--- src/rtl/ats21_req_sequencer.sv ---
// ats21_req_sequencer: two-client instruction FIFOs feeding a split-phase ATS21 request FSM.
module ats21_req_fifo #(
  parameter int DEPTH = 2
) (
  input  logic        clk,
  input  logic        reset,
  input  logic        push,
  input  logic        pop,
  input  logic [31:0] din,
  output logic [31:0] head,
  output logic        full,
  output logic        avail
);
  localparam int PW = DEPTH > 1 ? $clog2(DEPTH) : 1;
  localparam int CW = $clog2(DEPTH + 1);
  logic [31:0]   mem [DEPTH];
  logic [PW-1:0] wp, rp;
  logic [CW-1:0] cnt;
  assign full  = cnt == CW'(DEPTH);
  assign avail = cnt != '0 || push;
  // An empty FIFO forwards the incoming word so a push and pop on the same edge pass it straight through
  assign head  = cnt != '0 ? mem[rp] : din;
  always_ff @(posedge clk)
    if (push) mem[wp] <= din;
  always_ff @(posedge clk) begin
    if (reset) begin
      wp  <= '0;
      rp  <= '0;
      cnt <= '0;
    end else begin
      if (push) wp <= wp == PW'(DEPTH - 1) ? '0 : wp + PW'(1);
      if (pop) rp <= rp == PW'(DEPTH - 1) ? '0 : rp + PW'(1);
      cnt <= cnt + CW'(push) - CW'(pop);
    end
  end
endmodule

module ats21_req_sequencer #(
  parameter int TIMEOUT = 64,
  parameter int DEPTH   = 2
) (
  input  logic        clk,
  input  logic        reset,
  input  logic        a_valid,
  input  logic [31:0] a_instr,
  output logic        a_ready,
  input  logic        b_valid,
  input  logic [31:0] b_instr,
  output logic        b_ready,
  output logic        ats_req,
  output logic [15:0] ats_ctrlA,
  output logic [15:0] ats_ctrlB,
  input  logic        ats_ready,
  input  logic [1:0]  ats_stat,
  input  logic [23:0] ats_data,
  output logic        a_rsp_valid,
  output logic        b_rsp_valid,
  output logic [1:0]  rsp_stat,
  output logic [23:0] rsp_data,
  output logic        rsp_timeout,
  output logic        busy
);
  localparam int TW = TIMEOUT > 1 ? $clog2(TIMEOUT) : 1;
  typedef enum logic [1:0] {IDLE, HI, LO, WAIT} state_t;
  state_t        state, nxt;
  logic [TW-1:0] wcnt;
  logic [31:0]   head_a, head_b, nl_a, nl_b;
  logic [15:0]   lo_a, lo_b;
  logic          part_a, part_b, full_a, full_b, avail_a, avail_b;
  logic          push_a, push_b, start, done;
  assign a_ready = !full_a && !reset;
  assign b_ready = !full_b && !reset;
  assign push_a  = a_valid && a_ready && a_instr[31:29] != 3'b000;
  assign push_b  = b_valid && b_ready && b_instr[31:29] != 3'b000;
  assign busy    = state != IDLE;
  ats21_req_fifo #(.DEPTH(DEPTH)) u_fifo_a (
    .clk(clk), .reset(reset), .push(push_a), .pop(start && avail_a),
    .din(a_instr), .head(head_a), .full(full_a), .avail(avail_a)
  );
  ats21_req_fifo #(.DEPTH(DEPTH)) u_fifo_b (
    .clk(clk), .reset(reset), .push(push_b), .pop(start && avail_b),
    .din(b_instr), .head(head_b), .full(full_b), .avail(avail_b)
  );
  always_comb begin
    start = state == IDLE && (avail_a || avail_b);
    done  = state == WAIT && (ats_ready || wcnt == TW'(TIMEOUT - 1));
    nl_a  = avail_a ? head_a : 32'h0;
    nl_b  = avail_b ? head_b : 32'h0;
    nxt   = start ? HI : state == HI ? LO : state == LO ? WAIT : done ? IDLE : state;
  end
  // Outputs are registered from the next state so the ATS21 side sees clean flop outputs
  always_ff @(posedge clk) begin
    if (reset) begin
      state       <= IDLE;
      lo_a        <= '0;
      lo_b        <= '0;
      part_a      <= 1'b0;
      part_b      <= 1'b0;
      wcnt        <= '0;
      ats_req     <= 1'b0;
      ats_ctrlA   <= '0;
      ats_ctrlB   <= '0;
      a_rsp_valid <= 1'b0;
      b_rsp_valid <= 1'b0;
      rsp_stat    <= '0;
      rsp_data    <= '0;
      rsp_timeout <= 1'b0;
    end else begin
      state <= nxt;
      if (start) begin
        lo_a   <= nl_a[15:0];
        lo_b   <= nl_b[15:0];
        part_a <= avail_a;
        part_b <= avail_b;
      end
      wcnt        <= state == WAIT ? wcnt + TW'(1) : '0;
      ats_req     <= start;
      ats_ctrlA   <= start ? nl_a[31:16] : state == HI ? lo_a : 16'h0;
      ats_ctrlB   <= start ? nl_b[31:16] : state == HI ? lo_b : 16'h0;
      a_rsp_valid <= done && part_a;
      b_rsp_valid <= done && part_b;
      if (done) begin
        rsp_stat    <= ats_ready ? ats_stat : 2'b11;
        rsp_data    <= ats_ready ? ats_data : 24'h0;
        rsp_timeout <= !ats_ready;
      end
    end
  end
endmodule

--- config.mk ---
export PLATFORM = sky130hd
export DESIGN_NAME = ats21_req_sequencer
export DESIGN_NICKNAME = d
export VERILOG_FILES = /design/src/rtl/ats21_req_sequencer.sv
export SDC_FILE = /design/constraint.sdc
export NUM_CORES = 1
export LEC_CHECK = 0
export BUFFER_PORTS_ARGS = -buffer_cell sky130_fd_sc_hd__buf_2
export CAP_MARGIN = 15
export CORE_MARGIN = 2
export CORE_UTILIZATION = 35
export DETAILED_ROUTE_END_ITERATION = 10
export PLACE_DENSITY = 0.57
export SLEW_MARGIN = 10
export SYNTH_ARGS = -nofsm -noshare
export SYNTH_HDL_FRONTEND = slang
export SYNTH_HIERARCHICAL = 1
export SYNTH_SLANG_ARGS = --single-unit
export TNS_END_PERCENT = 50
--- constraint.sdc ---
create_clock -name clk -period 2.9 [get_ports clk]
set_input_delay 0.58 -clock clk [delete_from_list [all_inputs] [get_ports clk]]
set_output_delay 0.58 -clock clk [all_outputs]
set_load 0.005 [all_outputs]
* Yosys cells after proc, flatten, opt, wreduce, memory -nomap -nowiden *
Memories as Yosys holds them, arrays and structs flattened. A register that Yosys moved wholly into a read port is not among the register bits.
Index checks and enable logic that the tools add are counted.

storage, ports and cells
  memory bits (writable) = 128
  register bits = 112
  bits of input ports = 95
  memories kept = 2
  output and inout bits = 65

memories
  name          words  bits a word  read ports  clocked after memory_dff  wr ports  RTL line  RTL
  u_fifo_a.mem  2      32           1           1                         1         16        logic [31:0] mem [DEPTH];
  u_fifo_b.mem  2      32           1           1                         1         16

operators by class
  reduce and logical (&&, ||, !) cells = 30
  muxes and demuxes = 26
  bitwise operators = 1
  add/sub/neg operators = 9
  eq/ne operators = 6

operators with widths
  kind                                                             count
  32-bit 2-to-1 mux                                                4
  16-bit 2-to-1 mux                                                4
  24-bit 2-to-1 mux                                                1
  1-bit 2-to-1 mux                                                 13
  1-bit logical AND                                                12
  3-bit nonzero test                                               3
  2-bit == test, second input constant                             4
  2-bit 2-to-1 mux                                                 4
  6-bit by 1-bit adder with 6-bit output, second input constant    1
  6-bit == test, second input constant                             1
  2-bit nonzero test                                               3
  1-bit adder, second input constant                               4
  2-bit by 1-bit adder with 2-bit output                           2
  1-bit logical NOT                                                4
  1-bit logical OR                                                 4
  4-bit nonzero test                                               1
  2-bit OR reduction                                               2
  2-bit by 1-bit subtractor with 2-bit output                      2
  2-bit by 1-bit == test with 1-bit output, second input constant  1
  2-bit logical NOT                                                1
  1-bit NOT                                                        1

* Depth between registers and ports, before layout *
  word-level depth = 11
  mapped depth = 14

* By module *
The synthesis kept the hierarchy.

by module, submodules not included
  module               area an instance (µm²)  cells each  times used
  ats21_req_fifo       3006.6                  198         2
  ats21_req_sequencer  3945.0                  406         1

* Worst setup path after synthesis *
No wires, ideal clock.

  path type = input to register
  start = in reset
  end = mem u_fifo_a.mem[0][0] (enable)
  stages = 4
  setup slack = -192 ps
  data arrival time = 2667 ps
  required time = 2475 ps
  buffers on the path = 1
  cells stage by stage = clkbuf_1 -> nor2_1 -> o311a_1 -> nor2b_1

on the way
  cells in the longest elaborated chain, start to end = 6

RTL lines
  item                                    RTL line  RTL
  from (decl)                             43        input logic reset,
  1-bit logical NOT                       71        assign a_ready = !full_a && !reset;
  1-bit logical AND                       71
  named net a_ready                       46        output logic a_ready,
  1-bit logical AND (2 in series)         73        assign push_a = a_valid && a_ready && a_instr[31:29] != 3'b000;
  named net push_a                        70        logic push_a, push_b, start, done;
  1-bit 2-to-1 mux                        24        if (push) mem[wp] <= din;
  1-bit 2-to-1 mux (implied by the code)  24
  to (decl)                               16

The timed path passes the listed nets, and every way through them passes these cells.

* Worst setup path after layout *
  start = reg state[0]
  end = out busy

on the way
  cells in the longest elaborated chain, start to end = 1

RTL lines
  item                    RTL line  RTL
  from (decl)             65        state_t state, nxt;
  from (signal assigned)  109       state <= nxt;
  2-bit nonzero test      75        assign busy = state != IDLE;
  to (decl)               61        output logic busy

No other way between the ends.

==> impl_metrics.toml <==
[timing]
hold_viol = 0
fin_crit_ps = 2360
holdWs_ps = 243
skew_ps = 24.8
max_freq_ghz = 0.424
rsz0062_at_grt = "no"
drv_slew = 0
setup_viol = 0
worst_pin_slew_ps = 862
relSlewSlack_pct = 42.5
min_period_over_period_pct = 81.3

[die]
die_area_um2 = 29800
start_util_pct = 35.6
ioPinCount = 160
die_x_um = 173
coreArea_um2 = 27900
row_count = 61
die_h_um = 173

[layout]
register_area_um2 = 6130
drive_gt1_share_pct = 32.6
post-route-util_pct = 42.9
nFillCells = 2705
area_growth_pct = 20.3
multi_input_area_um2 = 3390
instances_no_fill = 1355
fin_nets = 1059

[logic_synthesis]
yosysMostFrequentCell = "edfxtp_1"
syn_nets = 906
synthCells = 802
synth_seq_cells = 242
synthFlopType = "edfxtp_1"
synth.distinct_cells = 38
synth_top_area_share_pct = 38.6
netlist_top_cells_area = "edfxtp_1 (39%), dfxtp_1 (23%), mux2i_1 (6.6%), a21oi_2 (5.3%), nor3_1 (3.3%)"
synth_area_um2 = 9960
synthArstFlopShare_pct = 0
synth_top_area_cell = "edfxtp_1"
yosys_warnings = 6
synth.yosys.seq_area_share_pct = 61.5
synth_edf_count = 128
yosys-top-cells-count = "edfxtp_1 (128), dfxtp_1 (114), mux2i_1 (66)"
synth.avg_cell_area_um2 = 12.4

[clock_tree]
cts_buffers = 27
cts_setup_buffers = 0
clk_latency_ps = 540
clock_sinks = 242
postCtsHoldBufs = 0
tritoncts = "built"
htreeDepth = 1
cts_resized = 0
cts_root_buf = "clkbuf_16"
cts_buffer_depth = 3
path_clk_slew_ps = 60

[worst_setup_path]
critPathCaptureType = "output pin"
critPathBufInv = 4
r2r_cells = 10
critical_path_class = "reg2out"
setup.worst_path.start_class = "flip-flop"
crit_chain = "inv_1, ha_2, buf_4, inv_1, buf_2"
cp_max_fo = 13
cpMostUsedCell = "inv_1"
worstPathArrival_ps = 1780
critical-path-top-delay-family = "buffers and inverters"
cp.required_ps = 2320
cp_num_cells = 5
reg2reg_slack_ps = 660
crit_slowest_cell = "ha_2"
max_stage_delay_ps = 350

[min_path]
hold-path-cell-count = 1
worst_hold_path_type = "in2reg"

[grt]
grt-ovfl-total = 0
grt_max_degree = 38
grt_pass1_vias = 6535
antenna_found_initial = 3
gr-usage-all-layers_pct = 15.8
grt_pass1_wl_um = 37900

[detailed_routing]
dr.pass1.iters = 5
antenna_left = 0
first_iter_violations = 388
wl_um = 24000
drc = 0
vias_per_cell = 4.88
via_count = 6609
wire_per_inst_um = 17.7

[power_and_ir_drop]
finalPower_w = 0.0109
ir_drop_v = 0.000399
p_leak_nw = 4.45
power_density_nw_per_um2 = 909

[outcome]
status = "finished clean"

[flow_run]
drv_cap = 0

[placed_design]
gp_congestion = 0.734
io_buffers = 159
dpl.cell_count = 1304
hpwl_um = 15400
layout by cell type (no fill, tap or decap), types with 5 or more instances in the layout:
master     instances
buf_2            158
edfxtp_1         128
dfxtp_1          112
mux2i_1           66
nor3_1            65
a21oi_1           64
a21oi_2           60
nand2_1           58
buf_4             36
nand3_1           35
a22o_1            32
clkbuf_16         28
a311oi_2          18
nor2_1            16
clkbuf_1          13
inv_1             12
ha_1               8
and3_1             7
a311oi_1           6
xnor2_1            6
and2_1             5
nor2b_1            5
clkbuf_8           5
per-stage QoR:
| step | setup WS, ps | area [um^2] | setup TNS (ps) |
|---|---|---|---|
| after CTS | 506 | 12000 | 0 |
| after detailed placement | 282 | 11100 | 0 |
| after global routing | 413 | 12000 | 0 |
| after global placement | 294 | 11100 | 0 |
| after floorplan | -192 | 9960 | -6140 |
| final | 544 | 12000 | 0 |
state kept, by name (all words and copies together), names as in the netlist, 6 cells and up, named ones only:
register and flops:
wcnt 6, rsp_data 24, lo_b 16, ats_ctrlA 16, u_fifo_a/mem 64, u_fifo_b/mem 64
ats_ctrlB 16, lo_a 16
kinds of logic (layout without fill, tap and decap cells):
kind of cell               after synthesis  after routing  share of synthesized area [%]
xor gates and xnor gates                 9              9                           1.07
DFF                                    242            242                           61.5
other                                    0              1                              0
adders and majority gates                9              9                           1.13
buffers and inverters                   83            257                           4.62
AOI/OAI and AO/OA                      194            194                           15.6
and+or+nand+nor                        199            199                           9.39
muxes                                   66             66                           6.63
layer usage:
| layer | vias up | share of wire [%] | track usage, % |
|---|---|---|---|
| met5 | - | 0.10 | 0 |
| met4 | 4 | 1.5 | 3.46 |
| met3 | 27 | 5.8 | 3.96 |
| met2 | 149 | 45 | 24.4 |
| met1 | 3157 | 48 | 22.4 |
| li1 | 3272 | - | - |
where the power goes:
part / switching, W / total [W] / internal, W
Clock: 0.00131 / 0.00331 / 0.00199
Combinational: 0.00192 / 0.00319 / 0.00126
Sequential: 0.000281 / 0.00440 / 0.00411
worst paths after layout:
path / start / end
setup / recovery: state[0] / busy
hold / removal: b_instr[14] / u_fifo_b/mem[0][14]
setup reg to reg: u_fifo_b/cnt[1] / u_fifo_b/cnt[1]
hold reg to reg: wcnt[0] / wcnt[0]
final cells by class:
type / instances / area share (%)
inverter: 12 / 0.376
tap: 378 / 3.95
clock buffer: 46 / 6.83
sequential: 242 / 51.1
antenna: 1 / 0.0209
clock inverter: 4 / 0.397
timing repair buffer: 195 / 9.02
multi-input combinational: 477 / 28.3
worst reg2reg max path: stages (launching register included):
cell and delay (ps):
dfxtp_1 320, nor2b_1 150, nor2_1 90, o311a_1 140, or3_1 490, and2_1 210, ha_1 280, inv_1 40
ha_1 170, xnor3_1 190, nor2_1 40
(Power assumes the default switching activity.)
